`config.mk`:
```
export PLATFORM = sky130hd
export DESIGN_NAME = pc_update_unit
export DESIGN_NICKNAME = d
export VERILOG_FILES = /design/src/rtl/pc_update_unit.sv
export SDC_FILE = /design/constraint.sdc
export NUM_CORES = 1
export LEC_CHECK = 0
export BUFFER_PORTS_ARGS = -buffer_cell sky130_fd_sc_hd__buf_4
export CORE_ASPECT_RATIO = 0.6
export CORE_MARGIN = 2
export CORE_UTILIZATION = 30
export CTS_CLUSTER_DIAMETER = 150
export DETAILED_ROUTE_END_ITERATION = 10
export PLACE_DENSITY = 0.62
export SETUP_SLACK_MARGIN = 0.05
export SLEW_MARGIN = 40
export SYNTH_ARGS = -nofsm -noshare
export SYNTH_HDL_FRONTEND = slang
export SYNTH_SLANG_ARGS = --single-unit
```
`constraint.sdc`:
```
create_clock -name clk -period 3.2 [get_ports clk]
set_input_delay 0.16 -clock clk [delete_from_list [all_inputs] [get_ports clk]]
set_output_delay 0.16 -clock clk [all_outputs]
set_load 0.02 [all_outputs]
```
`src/rtl/pc_update_unit.sv`:
```
// Program-counter register stage: commits the muxed next PC (unconditional or
// branch-conditional) and runs the exception entry sequence through the vector area.
module pc_update_unit #(
  parameter logic [31:0] RESET_PC = 32'h0000_0000,
  parameter logic [31:0] VEC_BASE = 32'd253,
  parameter int unsigned MEM_LAT  = 1
) (
  input  logic        clk,
  input  logic        reset,
  input  logic [31:0] next_pc,
  input  logic        pc_write,
  input  logic        pc_write_cond,
  input  logic [1:0]  branch_op,
  input  logic        zero,
  input  logic        gt,
  input  logic        exc_req,
  input  logic [1:0]  exc_code,
  input  logic [7:0]  mem_byte,
  output logic [31:0] pc,
  output logic [31:0] epc,
  output logic [31:0] vec_addr,
  output logic        vec_rd,
  output logic        exc_busy,
  output logic        pc_misaligned
);

  typedef enum logic [1:0] {
    IDLE  = 2'd0,
    FETCH = 2'd1,
    WAIT  = 2'd2,
    LOAD  = 2'd3
  } state_e;

  localparam logic       HAS_WAIT = (MEM_LAT > 0) ? 1'b1 : 1'b0;
  localparam logic [2:0] LAT_LAST = (MEM_LAT > 0) ? 3'(MEM_LAT - 1) : 3'd0;

  state_e      state_q;
  logic [2:0]  cnt_q;
  logic [31:0] pc_q;
  logic [31:0] epc_q;
  logic [31:0] vec_addr_q;
  logic        vec_rd_q;
  logic        busy_q;
  logic        mis_q;

  logic        cond_ok;
  logic        take_branch;
  logic [1:0]  cause;

  // Branch condition decode and exception cause normalisation
  always_comb begin
    cond_ok = 1'b0;
    case (branch_op)
      2'b00:   cond_ok = zero;
      2'b01:   cond_ok = ~zero;
      2'b10:   cond_ok = gt;
      2'b11:   cond_ok = ~gt;
      default: cond_ok = 1'b0;
    endcase
    take_branch = pc_write_cond & cond_ok;
    // Reserved cause shares the invalid-opcode vector.
    cause = (exc_code == 2'b11) ? 2'b00 : exc_code;
  end

  // PC / exception-entry FSM with registered outputs
  always_ff @(posedge clk or posedge reset) begin
    if (reset) begin
      state_q    <= IDLE;
      cnt_q      <= 3'd0;
      pc_q       <= RESET_PC;
      epc_q      <= 32'd0;
      vec_addr_q <= 32'd0;
      vec_rd_q   <= 1'b0;
      busy_q     <= 1'b0;
      mis_q      <= 1'b0;
    end else begin
      case (state_q)
        IDLE: begin
          if (exc_req) begin
            epc_q      <= pc_q - 32'd4;
            vec_addr_q <= VEC_BASE + {30'd0, cause};
            cnt_q      <= 3'd0;
            vec_rd_q   <= 1'b1;
            busy_q     <= 1'b1;
            state_q    <= FETCH;
          end else if (pc_write || take_branch) begin
            pc_q  <= next_pc;
            mis_q <= (next_pc[1:0] != 2'b00);
          end else begin
            pc_q <= pc_q;
          end
        end
        FETCH: begin
          cnt_q   <= 3'd0;
          state_q <= HAS_WAIT ? WAIT : LOAD;
        end
        WAIT: begin
          if (cnt_q == LAT_LAST) begin
            state_q <= LOAD;
          end else begin
            cnt_q <= cnt_q + 3'd1;
          end
        end
        LOAD: begin
          pc_q     <= {24'd0, mem_byte};
          mis_q    <= (mem_byte[1:0] != 2'b00);
          vec_rd_q <= 1'b0;
          busy_q   <= 1'b0;
          state_q  <= IDLE;
        end
        default: begin
          vec_rd_q <= 1'b0;
          busy_q   <= 1'b0;
          state_q  <= IDLE;
        end
      endcase
    end
  end

  assign pc            = pc_q;
  assign epc           = epc_q;
  assign vec_addr      = vec_addr_q;
  assign vec_rd        = vec_rd_q;
  assign exc_busy      = busy_q;
  assign pc_misaligned = mis_q;

endmodule

```
==> out/results.ini <==
[cts]
postCtsSetupBuffers=0
clk_path_buf_depth=2
clk_pin_slew_ns=0.06
post_cts_resized=0
cts_buffers=9
cts_hold_buf=1
htreeDepth=3
cts_tree=done
cts_root_buf=clkbuf_16
cts_sinks=75
clk_latency_ns=0.34

[run]
drv_cap=0

[worst_hold_path]
hold_path.class=in -> reg

[floorplanning]
die-area_um2=13900
coreArea_um2=12700
num_rows=32
start_util_pct=30.4
die_h_um=92.0
io_pins=150
die_w_um=151

[drt]
drtAntennaViolNets=0
viasPerCell=4.89
vias=3219
wirelength_um=10600
drtIter0Drc=112
wl_per_cell_um=16.2
first_pass_iters=4
drc=0

[grt]
grt_max_degree=64
grt_usage_pct=15.8
grt_pass1_vias=3100
grt_pass1_wl_um=16700
antenna_found_initial=0
grt-ovfl-total=0

[synthesis]
synth_seq_cells=75
netlist_area_um2=3870
ys.flop_type=dfrtp_1
syn_inst=365
synth-edff-count=0
yosysWarnings=0
async_flop_share_pct=100
syn_avg_cell_area_um2=10.6
yosysSeqAreaShare_pct=48.5
synth.distinct_cells=47

[sta]
fmax_mhz=411
worst_pin_slew_ns=0.734
setup-violations-final=0
setup_tns_ns=0
fin_skew_ns=0.00376
max-slew-margin-rel_pct=51.0
drv_slew=0
layout_setup_ws_ns=0.770
hold_violations=0
period_minus_slack_ns=2.43
rsz0062_at_grt=no
finalCritPeriodShare_pct=75.9

[pwr]
p_leak_uw=0.00240
vdd_ir_drop_max_mv=0.483
power_density_nw_per_um2=1130
total_power_uw=5860

[place]
pre_cts_ws_ns=0.784
place.gp.congestion=0.798
dp_hpwl_um=7770
port_buffers=126
place_inst=641
place_area_um2=4860

[critical_path]
crit_arrival_ns=2.65
worstPathMaxFanout=33
crit_path_end_kind=flip-flop
crit_buf_inv=2
crit_type=reg -> reg
path_cells=inv_1 -> ha_1 -> nor2b_1 -> and4bb_2 -> a2111oi_4 -> buf_4 -> mux2_2
slowest_delay_ns=0.42
cp_top_family=buffers and inverters
cp-start-kind=flip-flop
cp.required_ns=3.42
crit_path_top_delay_cell=buf_4

[cells_and_area]
drive_gt1_share_pct=35.5
fin_cells=658
fin_nets=542
n_fill_cell=1279
antenna_cells=0
syn_to_final_growth_pct=33.5
postLayoutCellArea_um2=5160

[status]
status=complete, no violations

final cells by class:
type / instances / area (µm²) / share of cell area, %
flip-flops and latches: 75 / 1880 / 36.3
multi-input cells: 254 / 1740 / 33.7
repair buffers: 131 / 986 / 19.1
clock buffers: 12 / 246 / 4.77
well taps: 170 / 213 / 4.12
clock inverters: 4 / 50.0 / 0.969
inverters: 12 / 50.0 / 0.969
metrics by stage:
| stage | hold slack, ns | util [%] |
|---|---|---|
| after CTS | 0.0253 | 40.6 |
| after floorplan | 0.293 | - |
| after detailed placement | 0.271 | 38.2 |
| final | 0.0377 | 40.6 |
| after global routing | 0.0287 | 40.6 |
| after global placement | 0.377 | 38.1 |
Yosys cell counts (5+ instances only):
cell,count,share of area (%)
a22o_1,27,6.1
mux2i_1,5,1.3
mux2_2,15,4.4
clkbuf_1,13,1.3
ha_1,8,2.6
or3_1,6,0.97
o21ai_0,23,3.0
dfrtp_1,75,48
nand2_1,29,2.8
xor2_1,7,1.6
inv_1,12,1.2
a31oi_1,17,2.7
or4_1,10,1.9
o31ai_1,10,1.9
nor2_1,25,2.4
buf_4,29,5.6
per-layer routing:
layer	global-route usage (%)	vias to the layer above	part of all wire, %
li1	-	1522	-
met1	22.4	1576	48
met2	22.5	106	42
met3	5.82	15	7.5
met4	4.52	0	1.6
met5	0	-	0
sequential cells by signal, summed over array words and instances (netlist names):
| signal | count |
|---|---|
| epc | 32 |
| pc | 32 |
| pc_misaligned | 1 |
| exc_busy | 1 |
| state_q | 2 |
| cnt_q | 3 |
| vec_addr | 4 |
cells by family after synthesis:
| group | count (synthesis) | synth area share [%] |
|---|---|---|
| mux | 20 | 5.66 |
| fa+ha+maj | 8 | 2.59 |
| buf+inv | 58 | 8.70 |
| simple gates | 105 | 15.7 |
| flops | 75 | 48.5 |
| xor+xnor | 11 | 2.49 |
| other cells | 1 | 0.0969 |
| compound gates | 87 | 16.3 |
placed cells by master (no fill, tap or decap), types with 2 or more instances in the layout:
cell and n:
and2_1 2, o41ai_1 4, xor2_1 7, o31ai_1 10, a21oi_1 2, nor3_1 4, nand3_1 3, clkbuf_1 2
or4_4 2, nor4_4 2, nor2b_1 3, conb_1 23, mux2i_1 5, nor4_1 3, clkbuf_16 9, mux2_2 15
a31oi_1 17, buf_4 130, a22o_1 27, dfrtp_1 75, xnor2_1 4, ha_1 8, nor2_1 25, inv_1 11
nand4_1 3, or3_1 6, nand2b_1 2, or4_1 10, o21ai_0 23, nand2_1 28, clkinvlp_4 2
report_power, final:
group | total (µW) | internal (µW) | switching [µW]
Sequential | 1930 | 1390 | 545
Clock | 1020 | 624 | 396
Combinational | 2900 | 1260 | 1650
path summary, 6_finish.rpt:
path	startpoint	endpoint	slack [ns]	depth (start not counted)
hold reg to reg	cnt_q[2]	cnt_q[2]	0.48	1
hold / removal	next_pc[8]	pc[8]	0.04	2
setup reg to reg	state_q[0]	pc[5]	0.77	7
max in group asynchronous	reset	pc[16]	2.18	4
setup / recovery	state_q[0]	pc[5]	0.77	7
min in group asynchronous	reset	epc[0]	0.45	3
(Power assumes the default switching activity.)
